File: src/rtl/uncached_wbuf_pkg.sv
// -----------------------------------------------------------------------------
// uncached_wbuf_pkg
// Shared data-bus types for the uncached access path:
//   dbus_req_t    - upstream uncached request bundle
//   wbuf_entry_t  - one posted-store entry (write, size, addr, wdata, strb)
//   wbuf_state_t  - bus sequencer states
//   entry_from_req - strips the valid bit off a request to form an entry
// -----------------------------------------------------------------------------
package uncached_wbuf_pkg;

  localparam int ADDR_W = 32;
  localparam int DATA_W = 32;
  localparam int STRB_W = 4;

  typedef struct packed {
    logic              valid;
    logic              write;
    logic [1:0]        size;
    logic [ADDR_W-1:0] addr;
    logic [DATA_W-1:0] wdata;
    logic [STRB_W-1:0] strb;
  } dbus_req_t;

  typedef struct packed {
    logic              write;
    logic [1:0]        size;
    logic [ADDR_W-1:0] addr;
    logic [DATA_W-1:0] wdata;
    logic [STRB_W-1:0] strb;
  } wbuf_entry_t;

  typedef enum logic [2:0] {
    IDLE    = 3'd0,
    ST_ADDR = 3'd1,
    ST_DATA = 3'd2,
    LD_ADDR = 3'd3,
    LD_DATA = 3'd4
  } wbuf_state_t;

  function automatic wbuf_entry_t entry_from_req(input dbus_req_t req);
    wbuf_entry_t e;
    e.write = req.write;
    e.size  = req.size;
    e.addr  = req.addr;
    e.wdata = req.wdata;
    e.strb  = req.strb;
    return e;
  endfunction

endpackage

File: src/rtl/uncached_wbuf_fifo.sv
// -----------------------------------------------------------------------------
// wbuf_fifo
// Posted-store FIFO of wbuf_entry_t. DEPTH must be a power of two so the
// pointers wrap modulo DEPTH by plain binary overflow.
// Ports:
//   clk, reset        - clock, synchronous active-high reset
//   push, push_entry  - write an entry (ignored when full)
//   pop               - drop the head entry (ignored when empty)
//   full, empty       - occupancy flags from the registered count
//   head              - current head entry (combinational read)
//   count             - registered occupancy, clog2(DEPTH)+1 bits
// -----------------------------------------------------------------------------
module wbuf_fifo
  import uncached_wbuf_pkg::*;
#(
  parameter int DEPTH = 4,
  localparam int PTR_W = (DEPTH > 1) ? $clog2(DEPTH) : 1,
  localparam int COUNT_W = PTR_W + 1
) (
  input  logic               clk,
  input  logic               reset,
  input  logic               push,
  input  wbuf_entry_t        push_entry,
  input  logic               pop,
  output logic               full,
  output logic               empty,
  output wbuf_entry_t        head,
  output logic [COUNT_W-1:0] count
);

  logic [PTR_W-1:0]   wr_ptr_reg;
  logic [PTR_W-1:0]   rd_ptr_reg;
  logic [COUNT_W-1:0] count_reg;
  logic               do_push;
  logic               do_pop;

  // Storage is tiny and the head must drive the bus in the same cycle the
  // sequencer enters ST_ADDR, so it is read asynchronously.
  wbuf_entry_t mem_reg [DEPTH];

  assign full    = (count_reg == COUNT_W'(DEPTH));
  assign empty   = (count_reg == '0);
  assign do_push = push & ~full;
  assign do_pop  = pop & ~empty;
  assign head    = mem_reg[rd_ptr_reg];
  assign count   = count_reg;

  always_ff @(posedge clk) begin
    if (reset) begin
      wr_ptr_reg <= '0;
      rd_ptr_reg <= '0;
      count_reg  <= '0;
    end else begin
      if (do_push) wr_ptr_reg <= wr_ptr_reg + PTR_W'(1);
      if (do_pop)  rd_ptr_reg <= rd_ptr_reg + PTR_W'(1);
      case ({do_push, do_pop})
        2'b10:   count_reg <= count_reg + COUNT_W'(1);
        2'b01:   count_reg <= count_reg - COUNT_W'(1);
        default: count_reg <= count_reg;
      endcase
    end
  end

  always_ff @(posedge clk) begin
    if (do_push) mem_reg[wr_ptr_reg] <= push_entry;
  end

endmodule

File: src/rtl/uncached_wbuf.sv
// -----------------------------------------------------------------------------
// uncached_wbuf
// Uncached access sequencer between the core data port and the uncached bus.
// At most one downstream transaction is ever outstanding.
//
// Build option UNCACHED_STORE_POST_EN:
//   defined   - stores are posted into a DEPTH-entry FIFO and acknowledged
//               (addr_ok + data_ok) combinationally in the cycle they are
//               pushed; loads wait until the FIFO has drained, so program
//               order is kept.
//   undefined - no FIFO; stores go straight to the bus like loads and are
//               acknowledged by the bus handshakes. DEPTH has no effect.
//
// Ports:
//   clk, reset                                 - clock, sync active-high reset
//   req_valid, req_write, req_size, req_addr,
//   req_wdata, req_strb                        - upstream request
//   resp_addr_ok, resp_data_ok, resp_rdata     - upstream response
//   bus_req, bus_write, bus_size, bus_addr,
//   bus_wdata, bus_strb                        - downstream request
//   bus_addr_ok, bus_data_ok, bus_rdata        - downstream response
//   busy                                       - FIFO non-empty or bus active
// -----------------------------------------------------------------------------
module uncached_wbuf
  import uncached_wbuf_pkg::*;
#(
  parameter int DEPTH = 4
) (
  input  logic        clk,
  input  logic        reset,
  input  logic        req_valid,
  input  logic        req_write,
  input  logic [1:0]  req_size,
  input  logic [31:0] req_addr,
  input  logic [31:0] req_wdata,
  input  logic [3:0]  req_strb,
  output logic        resp_addr_ok,
  output logic        resp_data_ok,
  output logic [31:0] resp_rdata,
  output logic        bus_req,
  output logic        bus_write,
  output logic [1:0]  bus_size,
  output logic [31:0] bus_addr,
  output logic [31:0] bus_wdata,
  output logic [3:0]  bus_strb,
  input  logic        bus_addr_ok,
  input  logic        bus_data_ok,
  input  logic [31:0] bus_rdata,
  output logic        busy
);

  localparam int COUNT_W = ((DEPTH > 1) ? $clog2(DEPTH) : 1) + 1;

  wbuf_state_t        state_reg;
  wbuf_state_t        state_next;
  dbus_req_t          up_req;
  wbuf_entry_t        live_entry;
  wbuf_entry_t        bus_entry;
  logic [COUNT_W-1:0] count;
  logic               store_pending;
  logic               load_pending;
  logic               addr_phase_ok;
  logic               data_phase_ok;
  logic               is_load;
  logic               load_data_ok;

  assign up_req = '{valid: req_valid, write: req_write, size: req_size,
                    addr: req_addr, wdata: req_wdata, strb: req_strb};
  assign live_entry   = entry_from_req(up_req);
  assign load_pending = up_req.valid & ~up_req.write;

  // Shared handshake decode. A data_ok seen while the address phase is still
  // open only counts when addr_ok arrives in the same cycle; otherwise it
  // cannot belong to anything we issued.
  assign addr_phase_ok = bus_req & bus_addr_ok;
  assign data_phase_ok = ((state_reg == ST_DATA || state_reg == LD_DATA) & bus_data_ok)
                       | (addr_phase_ok & bus_data_ok);
  assign is_load       = (state_reg == LD_ADDR) || (state_reg == LD_DATA);
  assign load_data_ok  = is_load & data_phase_ok;
  assign resp_rdata    = load_data_ok ? bus_rdata : '0;

`ifdef UNCACHED_STORE_POST_EN
  logic        push;
  logic        pop;
  logic        fifo_full;
  logic        fifo_empty;
  wbuf_entry_t fifo_head;

  // Full is judged on the registered count only: a pop in this cycle does
  // not free a slot until the next one. A push is also held off in the cycle
  // a load returns data so the single resp_data_ok pulse is never ambiguous,
  // and during reset so no store is acknowledged and then thrown away.
  assign push = req_valid & req_write & ~fifo_full & ~reset & ~load_data_ok;
  assign pop  = (state_reg == ST_ADDR) & bus_addr_ok;

  wbuf_fifo #(
    .DEPTH (DEPTH)
  ) u_fifo (
    .clk        (clk),
    .reset      (reset),
    .push       (push),
    .push_entry (live_entry),
    .pop        (pop),
    .full       (fifo_full),
    .empty      (fifo_empty),
    .head       (fifo_head),
    .count      (count)
  );

  assign store_pending = ~fifo_empty;
  assign bus_entry     = (state_reg == ST_ADDR) ? fifo_head : live_entry;
  assign resp_addr_ok  = push | (is_load & addr_phase_ok);
  assign resp_data_ok  = push | load_data_ok;
`else
  assign count         = '0;
  assign store_pending = up_req.valid & up_req.write;
  assign bus_entry     = live_entry;
  assign resp_addr_ok  = addr_phase_ok;
  assign resp_data_ok  = data_phase_ok;
`endif

  always_ff @(posedge clk) begin
    if (reset) begin
      state_reg <= IDLE;
    end else begin
      state_reg <= state_next;
    end
  end

  always_comb begin
    state_next = state_reg;
    bus_req    = 1'b0;
    case (state_reg)
      IDLE: begin
        // Queued stores go first so a load never overtakes an older store.
        if (store_pending)     state_next = ST_ADDR;
        else if (load_pending) state_next = LD_ADDR;
      end
      ST_ADDR: begin
        bus_req = 1'b1;
        if (bus_addr_ok) state_next = bus_data_ok ? IDLE : ST_DATA;
      end
      ST_DATA: begin
        if (bus_data_ok) state_next = IDLE;
      end
      LD_ADDR: begin
        bus_req = 1'b1;
        if (bus_addr_ok) state_next = bus_data_ok ? IDLE : LD_DATA;
      end
      LD_DATA: begin
        if (bus_data_ok) state_next = IDLE;
      end
      default: state_next = IDLE;
    endcase
  end

  assign bus_write = bus_req & bus_entry.write;
  assign bus_size  = bus_entry.size;
  assign bus_addr  = bus_entry.addr;
  assign bus_wdata = bus_entry.wdata;
  assign bus_strb  = bus_entry.strb;

  assign busy = (count != '0) | (state_reg != IDLE);

endmodule

File: config.mk
export PLATFORM = sky130hd
export DESIGN_NAME = uncached_wbuf
export DESIGN_NICKNAME = d
export VERILOG_FILES = /design/src/rtl/uncached_wbuf_pkg.sv /design/src/rtl/uncached_wbuf_fifo.sv /design/src/rtl/uncached_wbuf.sv
export SDC_FILE = /design/constraint.sdc
export NUM_CORES = 1
export LEC_CHECK = 0
export ABC_CLOCK_PERIOD_IN_PS = 1300
export CORE_AREA = 2 2 83 85
export CTS_BUF_LIST = sky130_fd_sc_hd__clkbuf_2
export CTS_CLUSTER_DIAMETER = 50
export DETAILED_ROUTE_END_ITERATION = 12
export DIE_AREA = 0 0 85 87
export PLACE_DENSITY = 0.74
export SKIP_LAST_GASP = 1
export SYNTH_ARGS = -nofsm -noshare
export SYNTH_HDL_FRONTEND = slang
export SYNTH_SLANG_ARGS = --single-unit
File: constraint.sdc
create_clock -name clk -period 1.3 [get_ports clk]
set_input_delay 0.13 -clock clk [delete_from_list [all_inputs] [get_ports clk]]
set_output_delay 0.13 -clock clk [all_outputs]
set_load 0.01 [all_outputs]
==> run summary <==
Post-Syn Area per Cell: 7.46 sq um
# diodes: 0
Critical Path End Type: output pin
CTS tree: yes
Placeable Area: 6570 sq um
drt wl/cell: 13.6 microns
Worst-Skew Late Latency: 0.20 ns
WHS: 0.260 ns
RSZ-0062 raised after global routing: true
CP Max Fanout: 8
cell count after synthesis: 137
Hold Crit Class: in -> out
vias in the first global route: 928
share of layout cells above drive strength 1: 64.8%
Num CTS Buffers: 3
fin crit period: 1.82 ns
Post-Place Cell Area: 1450 sq um
Clock Pin Slew Worst Setup and Hold Paths: 0.05 ns
initial DRC count: 3
register area share after synthesis: 5.88%
Crit Path Class: reg -> out
Async S/R FF share, synth: 0%
Least-Margin Pin Slew: 0.241 ns
cell taking the most area after synthesis: buf_4
die height: 87 microns
Syn Std Cell Area: 1020 sq um
Post-Place Setup Slack: -0.765 ns
overall power: 0.629 mW
DIE AREA: 7400 sq um
CP required: 1.17 ns
Root Driver: clkbuf_2
Post-Synth XOR/XNOR Area: 0.857%
Clock Tree Buf Depth: 2
row count: 30
max-cap viol count: 0
EDFF count, synth: 0
# H-tree levels: 1
Final ANT Viol Nets: 0
hold_buf cts: 0
Worst setup SP type: flop
synthesis-stage register bit count: 3
pwr/cell area: 376 nW/um^2
drt drc: 0
max reg flops: 3
Total Wirelength: 3250 microns
first-pass GRT wire length: 4810 microns
Slew headroom: 83.9%
count of final hold-check violations: 0
failing checks: setup timing
Area growth, synth to finish: 63.8%
Synth cell types: 23
mux share of post-synthesis cell area: 1.96%
Area contributors post-synth: buf_4, and2_1, dfxtp_1
initial core utilization: 15.6%
max-slew violation count: 0
IO Count: 215
Synth top area share: 52.1%
RD Place Congestion: 0.721
vias per cell: 3.74
initial antenna violation count: 0
Syn Nets: 245
post-route cell area: 1670 sq um
detailed placer's ending HPWL: 2060 microns
Fmax: 548 MHz
Worst EP arrival: 1.69 ns
nets: 268
largest net degree at the start of global routing: 11
port buffer count: 74
clk sink count: 3
chip width: 85 microns
top cells by count, synth: buf_4, and2_1, a211oi_1, buf_6, dfxtp_1
worst clock skew: 0.00823 ns
Peak supply drop: 0.346 mV
Syn. warnings: 0
detailed-route via count: 895
outcome: finished with violations
Final Cycle Share: 140%
synthesized-area fraction occupied by adder cells: 0%
drt first pass iters: 4
main combinational cell family by area after synthesis: buffers and inverters
GR Util All Layers: 8.23%
ys flop type: dfxtp_1
Static Leak: 0.749 nW
Synth Area in Simple Gates: 28.3%
grt total ovfl: 0
Synth Area in Compound Gates: 6.00%
final worst slack: -0.524 ns
count leader, synth: buf_4
final count of negative-setup-slack endpoints: 38
==> logic make-up after synthesis <==
family,count (synthesis)
flops,3
simple gates,46
mux,2
buf+inv,78
xor+xnor,1
compound gates,7
==> layout make-up <==
cell class                 count  area, sq um
tap                           80          100
fill                         708         4890
inverter                       2         7.51
timing repair buffer          94          985
clock buffer                   4         20.0
sequential                     3         62.6
multi-input combinational     56          499
==> repair_timing <==
action,in CTS,in global routing
pin swaps,4,6
resized for setup,200,10
buffers inserted,11,4
setup endpoints to repair,37,37
cloned,3,0
==> per-layer routing <==
metal	track usage, %	share of wire, %
met2	14.1	49
met4	5.48	6.2
met3	4.45	15
met5	0	0
met1	7.58	30
==> report_power, final <==
group          total [mW]  leakage, nW  switching (mW)  internal (mW)
Combinational       0.387        0.707           0.138          0.249
Clock               0.128       0.0166          0.0467         0.0811
Sequential          0.114       0.0255          0.0103          0.104
==> per-stage QoR <==
| stage | std cells | setup TNS, ns | util [%] |
|---|---|---|---|
| 2_1_floorplan | 137 | -3.94 | - |
| 5_1_grt | 239 | -20.26 | 25.5 |
| 6_report | 239 | -16.75 | 25.5 |
| 3_3_place_gp | 224 | -24.16 | 22.0 |
| 4_1_cts | 242 | -18.82 | 26.1 |
| 3_5_place_dp | 224 | -24.89 | 22.0 |
==> path summary, 6_finish.rpt <==
| check | start | to | slack [ns] | depth (start not counted) |
|---|---|---|---|---|
| hold / removal | req_wdata[11] | bus_wdata[11] | 0.26 | 0 |
| setup / recovery | state_reg[2] | resp_rdata[8] | -0.52 | 8 |
| hold reg to reg | state_reg[0] | state_reg[2] | 0.58 | 2 |
| setup reg to reg | state_reg[2] | state_reg[1] | -0.25 | 8 |
==> critical path: stages (launching register included) <==
cell and delay, ns:
dfxtp_2 0.32, buf_6 0.11, nand4b_1 0.25, a21boi_4 0.23, buf_6 0.12, buf_6 0.11, buf_16 0.12, and2_4 0.13
buf_6 0.09
==> cells in the final DEF (no fill, tap or decap), drive strengths merged <==
master	count
and2	34
dfxtp	3
buf	57
nor4b	1
o21a	1
xnor2	1
a21oi	1
clkdlybuf4s50	37
or3	1
clkbuf	4
a211oi	3
nor2	2
o211ai	1
nor3b	2
a21boi	1
inv	2
nor2b	1
nand2	2
nand4b	1
nor3	1
or3b	1
mux2i	2
Note: power is estimated with default switching activity, not from simulation.
